### src/rtl/uart_tx_fifo.sv
// Buffered 8N1/8N2 UART transmitter: a DEPTH-entry byte FIFO drained LSB-first onto tx_o.
// Bit period and stop-bit count are captured per frame when the byte is popped.
module uart_tx_fifo #(
  parameter int unsigned DEPTH = 16,
  localparam int unsigned AW = $clog2(DEPTH)
) (
  input  logic          clk_i,
  input  logic          rst_i,
  input  logic          cfg_en_i,
  input  logic [15:0]   cfg_div_i,
  input  logic          cfg_stop_bits_i,
  input  logic [7:0]    wr_data_i,
  input  logic          wr_valid_i,
  output logic          wr_ready_o,
  output logic          tx_o,
  output logic          busy_o,
  output logic [AW:0]   level_o
);

  localparam logic [AW:0] FULL = (AW+1)'(DEPTH);

  typedef enum logic [1:0] {IDLE, START, DATA, STOP} state_t;

  state_t        state, state_n;
  logic [7:0]    mem [DEPTH];
  logic [AW-1:0] wr_ptr, rd_ptr;
  logic [AW:0]   count;
  logic [15:0]   cnt, cnt_n, div_lat, div_n, div_eff;
  logic [7:0]    shift, shift_n;
  logic [2:0]    bit_idx, bit_n;
  logic          stop_idx, stop_n, stop2_lat, stop2_n, tx_n;
  logic          pop, can_pop, wr_fire;

  assign wr_ready_o = (count != FULL);
  assign wr_fire    = wr_valid_i & wr_ready_o;
  assign can_pop    = cfg_en_i & (count != '0);
  assign div_eff    = (cfg_div_i < 16'd2) ? 16'd2 : cfg_div_i;
  assign level_o    = count;

  // Next-state and datapath: each phase counts down div_lat-1..0, then advances.
  always_comb begin
    state_n = state;
    cnt_n   = cnt;
    shift_n = shift;
    bit_n   = bit_idx;
    stop_n  = stop_idx;
    div_n   = div_lat;
    stop2_n = stop2_lat;
    tx_n    = tx_o;
    pop     = 1'b0;
    case (state)
      IDLE: pop = can_pop;
      START: begin
        if (cnt == 16'd0) begin
          state_n = DATA;
          cnt_n   = div_lat - 16'd1;
          tx_n    = shift[0];
        end else begin
          cnt_n = cnt - 16'd1;
        end
      end
      DATA: begin
        if (cnt == 16'd0) begin
          cnt_n = div_lat - 16'd1;
          if (bit_idx == 3'd7) begin
            state_n = STOP;
            stop_n  = 1'b0;
            tx_n    = 1'b1;
          end else begin
            shift_n = {1'b0, shift[7:1]};
            tx_n    = shift[1];
            bit_n   = bit_idx + 3'd1;
          end
        end else begin
          cnt_n = cnt - 16'd1;
        end
      end
      STOP: begin
        if (cnt == 16'd0) begin
          if (stop2_lat && !stop_idx) begin
            stop_n = 1'b1;
            cnt_n  = div_lat - 16'd1;
          end else if (can_pop) begin
            pop = 1'b1;
          end else begin
            state_n = IDLE;
          end
        end else begin
          cnt_n = cnt - 16'd1;
        end
      end
      default: state_n = IDLE;
    endcase
    // Popping starts a frame back-to-back: start bit drives out at the pop edge.
    if (pop) begin
      state_n = START;
      shift_n = mem[rd_ptr];
      cnt_n   = div_eff - 16'd1;
      div_n   = div_eff;
      stop2_n = cfg_stop_bits_i;
      bit_n   = 3'd0;
      stop_n  = 1'b0;
      tx_n    = 1'b0;
    end
  end

  always_ff @(posedge clk_i or posedge rst_i) begin
    if (rst_i) begin
      state     <= IDLE;
      cnt       <= '0;
      shift     <= '0;
      bit_idx   <= '0;
      stop_idx  <= 1'b0;
      div_lat   <= 16'd2;
      stop2_lat <= 1'b0;
      tx_o      <= 1'b1;
      busy_o    <= 1'b0;
    end else begin
      state     <= state_n;
      cnt       <= cnt_n;
      shift     <= shift_n;
      bit_idx   <= bit_n;
      stop_idx  <= stop_n;
      div_lat   <= div_n;
      stop2_lat <= stop2_n;
      tx_o      <= tx_n;
      busy_o    <= (state_n != IDLE);
    end
  end

  // FIFO pointers and occupancy; pointers wrap naturally at power-of-two DEPTH.
  always_ff @(posedge clk_i or posedge rst_i) begin
    if (rst_i) begin
      wr_ptr <= '0;
      rd_ptr <= '0;
      count  <= '0;
    end else begin
      if (wr_fire) wr_ptr <= wr_ptr + AW'(1);
      if (pop)     rd_ptr <= rd_ptr + AW'(1);
      case ({wr_fire, pop})
        2'b10:   count <= count + (AW+1)'(1);
        2'b01:   count <= count - (AW+1)'(1);
        default: count <= count;
      endcase
    end
  end

  always_ff @(posedge clk_i) begin
    if (wr_fire) mem[wr_ptr] <= wr_data_i;
  end

endmodule
### config.mk
export PLATFORM = sky130hd
export DESIGN_NAME = uart_tx_fifo
export DESIGN_NICKNAME = d
export VERILOG_FILES = /design/src/rtl/uart_tx_fifo.sv
export SDC_FILE = /design/constraint.sdc
export NUM_CORES = 1
export LEC_CHECK = 0
export ABC_AREA = 1
export CAP_MARGIN = 15
export CORE_ASPECT_RATIO = 0.8
export CORE_UTILIZATION = 58
export CTS_CLUSTER_SIZE = 14
export DETAILED_ROUTE_END_ITERATION = 16
export PLACE_DENSITY = 0.82
export SETUP_SLACK_MARGIN = 0.3
export SYNTH_ARGS = -nofsm -noshare
export SYNTH_HDL_FRONTEND = slang
export SYNTH_SLANG_ARGS = --single-unit
### constraint.sdc
create_clock -name clk_i -period 7.85 [get_ports clk_i]
set_input_delay 1.57 -clock clk_i [delete_from_list [all_inputs] [get_ports clk_i]]
set_output_delay 1.57 -clock clk_i [all_outputs]
set_load 0.02 [all_outputs]
==> impl_metrics.xml, run 1 <==
<?xml version="1.0" encoding="UTF-8"?>
<metrics>
  <group name="worst_hold_path">
    <metric name="min_path_cells" unit="">2</metric>
    <metric name="hold_path.class" unit="">reg2reg</metric>
  </group>
  <group name="global_route">
    <metric name="antenna_found_initial" unit="">1</metric>
    <metric name="grt_usage" unit="%">27.4</metric>
    <metric name="first_global_vias" unit="">5939</metric>
    <metric name="grt_max_degree" unit="">68</metric>
    <metric name="grt.overflow.total" unit="">0</metric>
    <metric name="grt_pass1_wl" unit="um">31800</metric>
  </group>
  <group name="sta">
    <metric name="worst_slew_pin_tran" unit="ns">0.920</metric>
    <metric name="timing.final.crit_share" unit="%">51.3</metric>
    <metric name="layout_setup_ws" unit="ns">3.83</metric>
    <metric name="max_clock_freq" unit="MHz">248</metric>
    <metric name="final.min_clock_period" unit="ns">4.02</metric>
    <metric name="slew_viol_final" unit="">0</metric>
    <metric name="setup_violation_total_in_the_final_timing_report" unit="">0</metric>
    <metric name="final.setup_skew" unit="ns">0.00805</metric>
    <metric name="rsz0062_at_grt" unit="">false</metric>
    <metric name="slew-limit-headroom" unit="%">38.3</metric>
    <metric name="fin_tns_setup" unit="ns">0</metric>
    <metric name="timing.final.hold_violations" unit="">0</metric>
  </group>
  <group name="setup_path">
    <metric name="reg2regPathDepth" unit="">9</metric>
    <metric name="worst_path_most_repeated_cell" unit="">sky130_fd_sc_hd__nand2_1</metric>
    <metric name="worst_ep_arrival_time" unit="ns">4.39</metric>
    <metric name="crit_buf_inv" unit="">3</metric>
    <metric name="worst_path_cell_trace" unit="">clkdlybuf4s50_1, nand2_1, nor2_4, nand2_4, clkinv_1, ha_1, inv_1, fa_1, nor2_1, a211oi_1, nand2_1, nand2_1, nor2_1, xor2_1</metric>
    <metric name="critical_path_cell_count" unit="">14</metric>
    <metric name="criticalPathCategory" unit="">in2reg</metric>
    <metric name="crit_path_max_fanout" unit="">33</metric>
    <metric name="worst_setup_path_start_kind" unit="">input port</metric>
    <metric name="cpPeakStageDelay" unit="ns">0.45</metric>
    <metric name="critical_path.slowest_cell" unit="">sky130_fd_sc_hd__clkdlybuf4s50_1</metric>
    <metric name="setup.worst_path.end_class" unit="">flip-flop</metric>
    <metric name="cp_data_required_time" unit="ns">8.22</metric>
    <metric name="critical-path-top-delay-family" unit="">simple AND/OR/NAND/NOR gates</metric>
  </group>
  <group name="yosys">
    <metric name="syn_nets" unit="">902</metric>
    <metric name="synth_warnings" unit="">0</metric>
    <metric name="synth.lib_cells_used.distinct" unit="">38</metric>
    <metric name="yosys_most_used_dff" unit="">sky130_fd_sc_hd__edfxtp_1</metric>
    <metric name="synth.avg_cell_area" unit="sq um">10.1</metric>
    <metric name="syn_inst_count" unit="">855</metric>
    <metric name="synth-seq-area-share" unit="%">62.3</metric>
    <metric name="synth.area.top_cells" unit="">sky130_fd_sc_hd__edfxtp_1 (44%), sky130_fd_sc_hd__dfrtp_1 (17%), sky130_fd_sc_hd__nand2_1 (7.7%), sky130_fd_sc_hd__o21ai_0 (5.0%), sky130_fd_sc_hd__nor2_1 (4.2%)</metric>
    <metric name="number_of_flops_mapped_to_enable_cells_by_yosys" unit="">128</metric>
    <metric name="ys_seq_elements" unit="">190</metric>
    <metric name="synthDominantCellAreaShare" unit="%">44.4</metric>
    <metric name="syn-cell-area" unit="sq um">8660</metric>
    <metric name="share_of_flip_flops_with_an_asynchronous_set_or_reset" unit="%">32.6</metric>
    <metric name="yosysTopAreaCell" unit="">sky130_fd_sc_hd__edfxtp_1</metric>
  </group>
  <group name="floorplan">
    <metric name="fp.dieArea" unit="sq um">15400</metric>
    <metric name="floorplan.rows" unit="">39</metric>
    <metric name="initial_utilization" unit="%">60.0</metric>
    <metric name="fp.dieH" unit="um">111</metric>
    <metric name="io-pin-count" unit="">37</metric>
    <metric name="floorplan.core_area" unit="sq um">14400</metric>
    <metric name="die_x" unit="um">139</metric>
  </group>
  <group name="drt">
    <metric name="routedWlPerCell" unit="um">18.6</metric>
    <metric name="drcViolationCount" unit="">2</metric>
    <metric name="detail_route.iter0.violations" unit="">1075</metric>
    <metric name="count_of_tritonroute_iterations_in_the_first_routing_pass" unit="">12</metric>
    <metric name="via_per_inst" unit="">5.98</metric>
    <metric name="wirelength" unit="um">20100</metric>
    <metric name="route.antenna.remaining_nets" unit="">0</metric>
    <metric name="route.layer.met1.wl" unit="um">8650</metric>
    <metric name="met3RoutedLength" unit="um">2300</metric>
    <metric name="dr_total_vias" unit="">6450</metric>
    <metric name="met2WireLength" unit="um">8830</metric>
    <metric name="highest-signal-layer" unit="">met5</metric>
  </group>
  <group name="clocking">
    <metric name="clock_tree.htree_level_count" unit="">4</metric>
    <metric name="clock_sinks" unit="">190</metric>
    <metric name="ctsLongestPathBuffers" unit="">2</metric>
    <metric name="cts.repair.resized" unit="">0</metric>
    <metric name="clock_slew_at_reported_path_ffs" unit="ns">0.07</metric>
    <metric name="cts_inserted_buffers" unit="">17</metric>
    <metric name="clkLatencyLatePin" unit="ns">0.44</metric>
    <metric name="cts_post_setup_buffers_inserted" unit="">0</metric>
    <metric name="hold_buf_count_cts" unit="">0</metric>
    <metric name="clk_root_buffer_cell" unit="">sky130_fd_sc_hd__clkbuf_16</metric>
    <metric name="cts_tree" unit="">built</metric>
  </group>
  <group name="place">
    <metric name="portBuffers" unit="">36</metric>
    <metric name="detailed_place_hpwl" unit="um">12300</metric>
    <metric name="routabilityCongestion" unit="">0.848</metric>
    <metric name="pre_cts_ws" unit="ns">3.46</metric>
  </group>
  <group name="run_status">
    <metric name="violations" unit="">design-rule violations</metric>
    <metric name="run_status" unit="">finished, violations left</metric>
  </group>
  <group name="power_and_ir_drop">
    <metric name="power_per_cell_area" unit="nW/um^2">395</metric>
    <metric name="power.total" unit="mW">3.86</metric>
    <metric name="ir_drop" unit="uV">243</metric>
    <metric name="leakage_power" unit="nW">3.87</metric>
  </group>
  <group name="layout">
    <metric name="post_route_cells_drive_above_1_share" unit="%">7.15</metric>
    <metric name="antenna-diode-count" unit="">0</metric>
    <metric name="layout.core_utilization" unit="%">67.6</metric>
    <metric name="layout.filler_cells" unit="">991</metric>
    <metric name="areaGrowthSynthToFinish" unit="%">12.8</metric>
    <metric name="finalNetCount" unit="">929</metric>
  </group>
  <group name="flow_run">
    <metric name="max_cap_violations" unit="">0</metric>
  </group>
</metrics>
-- cells in the final DEF (no fill, tap or decap), types with 2 or more instances in the layout --
cell                                n
sky130_fd_sc_hd__o21bai_1           6
sky130_fd_sc_hd__nand2_1          177
sky130_fd_sc_hd__clkinvlp_4         5
sky130_fd_sc_hd__o22ai_1            9
sky130_fd_sc_hd__dfstp_2            2
sky130_fd_sc_hd__clkbuf_16         17
sky130_fd_sc_hd__xor2_1            11
sky130_fd_sc_hd__o221ai_1          12
sky130_fd_sc_hd__inv_2              2
sky130_fd_sc_hd__nand3_1           60
sky130_fd_sc_hd__bufinv_16          3
sky130_fd_sc_hd__dfrtp_1           59
sky130_fd_sc_hd__o21a_1             2
sky130_fd_sc_hd__o21ai_0           86
sky130_fd_sc_hd__nand3b_1           2
sky130_fd_sc_hd__inv_6              2
sky130_fd_sc_hd__ha_1              17
sky130_fd_sc_hd__a221oi_1           7
sky130_fd_sc_hd__edfxtp_1         128
sky130_fd_sc_hd__a31oi_1            4
sky130_fd_sc_hd__o211ai_1           7
sky130_fd_sc_hd__clkinv_1           5
sky130_fd_sc_hd__nand4_1           10
sky130_fd_sc_hd__clkdlybuf4s50_1   36
sky130_fd_sc_hd__nor2_4             4
sky130_fd_sc_hd__clkbuf_8           2
sky130_fd_sc_hd__nand2_2            7
sky130_fd_sc_hd__o21ai_1            2
sky130_fd_sc_hd__nor2_1            96
sky130_fd_sc_hd__a21oi_1           20
sky130_fd_sc_hd__inv_1             70
sky130_fd_sc_hd__nand2_4            2
sky130_fd_sc_hd__buf_4              6
sky130_fd_sc_hd__nor2_2             7
-- sequential cells by signal, summed over array words and instances, names as in the netlist --
signal / count
stop2_lat: 1
stop_idx: 1
state: 2
rd_ptr: 4
mem: 128
div_lat: 16
bit_idx: 3
busy_o: 1
level_o: 5
wr_ptr: 4
cnt: 16
shift: 8
tx_o: 1
-- Yosys cell counts (all sizes together), types with 2 or more instances --
| cell | instances |
|---|---|
| xor2 | 11 |
| buf | 12 |
| dfrtp | 60 |
| clkinv | 3 |
| o221ai | 12 |
| o21a | 2 |
| clkbuf | 22 |
| o21ai | 88 |
| nand4 | 10 |
| nand2 | 186 |
| nor2 | 107 |
| edfxtp | 128 |
| a221oi | 7 |
| ha | 17 |
| o211ai | 7 |
| o22ai | 9 |
| a21oi | 20 |
| a31oi | 4 |
| dfstp | 2 |
| inv | 73 |
| nand3 | 61 |
| o21bai | 6 |
| nand3b | 2 |
-- cells by family after synthesis --
kind of cell	count (synthesis)	synth area share, %
buffers and inverters	110	4.98
AO/OA/AOI/OAI	157	10.6
adder cells (fa/ha/maj)	18	2.69
flip-flops	190	62.3
AND/OR/NAND/NOR	368	18.2
XOR/XNOR	12	1.21
-- report_power, final --
group          leakage, nW  switching [mW]  total, mW  internal (mW)
Combinational         1.67            1.06       1.53          0.469
Sequential            1.91           0.140       1.44           1.30
Clock                0.286           0.376      0.895          0.518
-- worst paths after layout --
check	start	to	slack (ns)
min in group asynchronous	rst_i	level_o[3]$_DFFE_PP0P_	1.68
hold reg to reg	div_lat[12]$_DFFE_PP0N_	div_lat[12]$_DFFE_PP0N_	0.49
hold / removal	div_lat[12]$_DFFE_PP0N_	div_lat[12]$_DFFE_PP0N_	0.49
setup / recovery	cfg_en_i	level_o[4]$_DFFE_PP0P_	3.83
max in group asynchronous	rst_i	rd_ptr[0]$_DFFE_PP0N_	5.56
setup reg to reg	rd_ptr[0]$_DFFE_PP0N_	shift[4]$_DFFE_PP0P_	4.28
-- layout make-up --
type	instances	area [sq um]	share of cell area [%]
multi-input combinational	555	2830	29.0
sequential	190	5400	55.3
clock buffer	19	453	4.64
inverter	76	285	2.92
tap	184	230	2.36
timing repair buffer	42	405	4.15
clock inverter	13	163	1.66
-- per-layer routing --
| layer | vias up | global-route usage (%) |
|---|---|---|
| met5 | - | 0 |
| met4 | 2 | 8.15 |
| met3 | 39 | 8.77 |
| met2 | 347 | 38.6 |
| met1 | 3078 | 40.7 |
| li1 | 2984 | - |
-- through the flow --
stage	hold slack (ns)	cell area (sq um)	cells
after floorplan	0.442	8660	855
after global placement	0.455	9150	1046
after detailed placement	0.462	9150	1046
after CTS	0.485	9760	1078
after global routing	0.507	9770	1079
final	0.485	9770	1079
-- worst reg2reg max path: stages (launching register included) --
cell                       delay (ns)
sky130_fd_sc_hd__dfrtp_2         0.34
sky130_fd_sc_hd__buf_4           0.56
sky130_fd_sc_hd__clkinv_1        0.96
sky130_fd_sc_hd__buf_4           0.56
sky130_fd_sc_hd__o21ai_0         0.30
sky130_fd_sc_hd__o221ai_1        0.23
sky130_fd_sc_hd__nand4_1         0.18
sky130_fd_sc_hd__nand3_1         0.10
sky130_fd_sc_hd__o211ai_1        0.10
sky130_fd_sc_hd__o21ai_0         0.11
No activity file was read; power rests on OpenSTA's default activity.
==> inputs of run 2 (changes only) <==
clock period = 3.95 ns   (was 7.85 ns; I/O delays follow)
==> impl_metrics.xml, run 2 (synthesis gave the netlist of run 1 again) <==
<?xml version="1.0" encoding="UTF-8"?>
<metrics>
  <group name="run_status">
    <metric name="run_status" unit="">finished, violations left</metric>
    <metric name="violations" unit="">design-rule violations</metric>
  </group>
  <group name="sta">
    <metric name="rsz0062_at_grt" unit="">false</metric>
    <metric name="timing.final.hold_violations" unit="">0</metric>
    <metric name="setup_violation_total_in_the_final_timing_report" unit="">0</metric>
    <metric name="fin_tns_setup" unit="ns">0</metric>
    <metric name="timing.final.crit_share" unit="%">71.9</metric>
    <metric name="worst_slew_pin_tran" unit="ns">0.897</metric>
    <metric name="final.min_clock_period" unit="ns">2.84</metric>
    <metric name="layout_setup_ws" unit="ns">1.11</metric>
    <metric name="final.setup_skew" unit="ns">0.00967</metric>
    <metric name="slew-limit-headroom" unit="%">40.0</metric>
    <metric name="slew_viol_final" unit="">0</metric>
    <metric name="max_clock_freq" unit="MHz">352</metric>
  </group>
  <group name="layout">
    <metric name="areaGrowthSynthToFinish" unit="%">13.0</metric>
    <metric name="post_route_cells_drive_above_1_share" unit="%">7.46</metric>
    <metric name="finalNetCount" unit="">932</metric>
    <metric name="layout_commonest_cell" unit="">sky130_fd_sc_hd__nand2_1</metric>
    <metric name="sequential_cell_area" unit="sq um">5400</metric>
    <metric name="layout_top_registers" unit="">mem (128), cnt (16), div_lat (16)</metric>
    <metric name="largest_register_ffs" unit="">128</metric>
    <metric name="multi_input_gate_area" unit="sq um">2830</metric>
    <metric name="layout.filler_cells" unit="">1048</metric>
    <metric name="antenna-diode-count" unit="">0</metric>
    <metric name="mostFrequentLayoutCells" unit="">sky130_fd_sc_hd__nand2_1 (177), sky130_fd_sc_hd__edfxtp_1 (128), sky130_fd_sc_hd__nor2_1 (96)</metric>
    <metric name="largest-register" unit="">mem</metric>
  </group>
  <group name="global_route">
    <metric name="first_global_vias" unit="">6040</metric>
    <metric name="grt_usage" unit="%">27.6</metric>
    <metric name="antenna_found_initial" unit="">0</metric>
    <metric name="grt_pass1_wl" unit="um">31800</metric>
    <metric name="grt_max_degree" unit="">67</metric>
    <metric name="grt.overflow.total" unit="">0</metric>
  </group>
  <group name="power_and_ir_drop">
    <metric name="ir_drop" unit="uV">531</metric>
    <metric name="leakage_power" unit="nW">3.89</metric>
    <metric name="power_per_cell_area" unit="nW/um^2">786</metric>
  </group>
  <group name="floorplan">
    <metric name="die_x" unit="um">139</metric>
    <metric name="floorplan.core_area" unit="sq um">14400</metric>
    <metric name="floorplan.rows" unit="">39</metric>
    <metric name="fp.dieArea" unit="sq um">15400</metric>
    <metric name="fp.dieH" unit="um">111</metric>
    <metric name="io-pin-count" unit="">37</metric>
    <metric name="initial_utilization" unit="%">60.0</metric>
  </group>
  <group name="setup_path">
    <metric name="criticalPathCategory" unit="">in2reg</metric>
    <metric name="crit_path_max_fanout" unit="">17</metric>
    <metric name="worst_path_most_repeated_cell" unit="">sky130_fd_sc_hd__nand2_1</metric>
    <metric name="cpPeakStageDelay" unit="ns">0.45</metric>
    <metric name="cp_data_required_time" unit="ns">4.31</metric>
    <metric name="critical_path.slowest_cell" unit="">sky130_fd_sc_hd__clkdlybuf4s50_1</metric>
    <metric name="worst_setup_path_start_kind" unit="">input port</metric>
    <metric name="worst_ep_arrival_time" unit="ns">3.20</metric>
    <metric name="worst_path_cell_trace" unit="">clkdlybuf4s50_1, nand2_1, nor2_4, nand2_4, clkinv_1, ha_1, inv_1, fa_1, nor2_1, a211oi_1, nand2_1, nand2_1, nor2_1, xor2_1</metric>
    <metric name="setup.worst_path.end_class" unit="">flip-flop</metric>
  </group>
  <group name="place">
    <metric name="pre_cts_ws" unit="ns">0.699</metric>
    <metric name="portBuffers" unit="">36</metric>
    <metric name="detailed_place_hpwl" unit="um">12700</metric>
    <metric name="routabilityCongestion" unit="">0.909</metric>
  </group>
  <group name="clocking">
    <metric name="cts.repair.resized" unit="">0</metric>
    <metric name="cts_post_setup_buffers_inserted" unit="">0</metric>
    <metric name="ctsLongestPathBuffers" unit="">2</metric>
    <metric name="clock_slew_at_reported_path_ffs" unit="ns">0.07</metric>
    <metric name="cts_tree" unit="">built</metric>
    <metric name="clkLatencyLatePin" unit="ns">0.44</metric>
    <metric name="clock_sinks" unit="">190</metric>
    <metric name="hold_buf_count_cts" unit="">0</metric>
    <metric name="clock_tree.htree_level_count" unit="">4</metric>
    <metric name="clk_root_buffer_cell" unit="">sky130_fd_sc_hd__clkbuf_16</metric>
    <metric name="cts_inserted_buffers" unit="">17</metric>
  </group>
  <group name="drt">
    <metric name="routedWlPerCell" unit="um">18.6</metric>
    <metric name="route.antenna.remaining_nets" unit="">0</metric>
    <metric name="route.layer.met1.wl" unit="um">8600</metric>
    <metric name="highest-signal-layer" unit="">met4</metric>
    <metric name="dr_total_vias" unit="">6459</metric>
    <metric name="detail_route.iter0.violations" unit="">1000</metric>
    <metric name="via_per_inst" unit="">5.97</metric>
    <metric name="met3RoutedLength" unit="um">2120</metric>
    <metric name="wirelength" unit="um">20100</metric>
    <metric name="drcViolationCount" unit="">1</metric>
    <metric name="met2WireLength" unit="um">9010</metric>
    <metric name="count_of_tritonroute_iterations_in_the_first_routing_pass" unit="">12</metric>
  </group>
  <group name="flow_run">
    <metric name="max_cap_violations" unit="">0</metric>
  </group>
  <group name="worst_hold_path">
    <metric name="hold_path.class" unit="">reg2reg</metric>
  </group>
</metrics>
-- run 2: cell types whose count changed in the layout (fill, tap and decap cells not counted) --
cell	change
sky130_fd_sc_hd__buf_4	+3
sky130_fd_sc_hd__clkbuf_8	-2
sky130_fd_sc_hd__inv_8	+2
sky130_fd_sc_hd__clkinv_4	+1
sky130_fd_sc_hd__clkinvlp_4	-1
-- run 2: final cells by class --
class                      instances  area share, %
sequential                       190           55.2
clock inverter                    15           1.90
multi-input combinational        555           29.0
tap                              184           2.35
clock buffer                      17           4.35
timing repair buffer              45           4.37
inverter                          76           2.91
-- run 2: worst paths after layout --
check / slack (ns) / start / cells past startpoint / end
max: 1.11 / cfg_en_i / 14 / level_o[4]$_DFFE_PP0P_
min: 0.48 / div_lat[12]$_DFFE_PP0N_ / 2 / div_lat[12]$_DFFE_PP0N_
max reg2reg: 1.14 / state[1]$_DFF_PP0_ / 14 / level_o[4]$_DFFE_PP0P_
min reg2reg: 0.48 / div_lat[12]$_DFFE_PP0N_ / 2 / div_lat[12]$_DFFE_PP0N_
max in group asynchronous: 2.45 / rst_i / 3 / rd_ptr[0]$_DFFE_PP0N_
min in group asynchronous: 0.91 / rst_i / 3 / level_o[3]$_DFFE_PP0P_
-- run 2: report_power, final --
part / internal, mW / total [mW] / switching (mW)
combinational: 0.947 / 3.09 / 2.14
clock: 1.01 / 1.78 / 0.770
sequential: 2.58 / 2.84 / 0.259
-- run 2: layer usage --
layer  global-route usage, %  up-vias
li1                        -     3003
met2                    40.6      338
met1                    40.6     3075
met3                    6.70       43
met4                    9.41        0
met5                       0        -
-- run 2: stage by stage --
stage          hold WS (ns)  utilization, %  area, sq um  total power [mW]  instances
2_1_floorplan         0.442               -         8660              4.97        855
3_3_place_gp          0.456            63.5         9180              5.74       1050
3_5_place_dp          0.463            63.5         9180              5.85       1050
4_1_cts               0.483            67.8         9790              7.64       1082
5_1_grt               0.513            67.8         9790              8.15       1082
6_report              0.478            67.8         9790              7.70       1082
-- run 2: critical path: cells and delay by family --
family	cells	cell delay, ns
AOI/OAI and AO/OA	1	0.06
xor gates and xnor gates	1	0.15
adders and majority gates	2	0.62
buffers and inverters	3	0.62
and+or+nand+nor	7	0.97
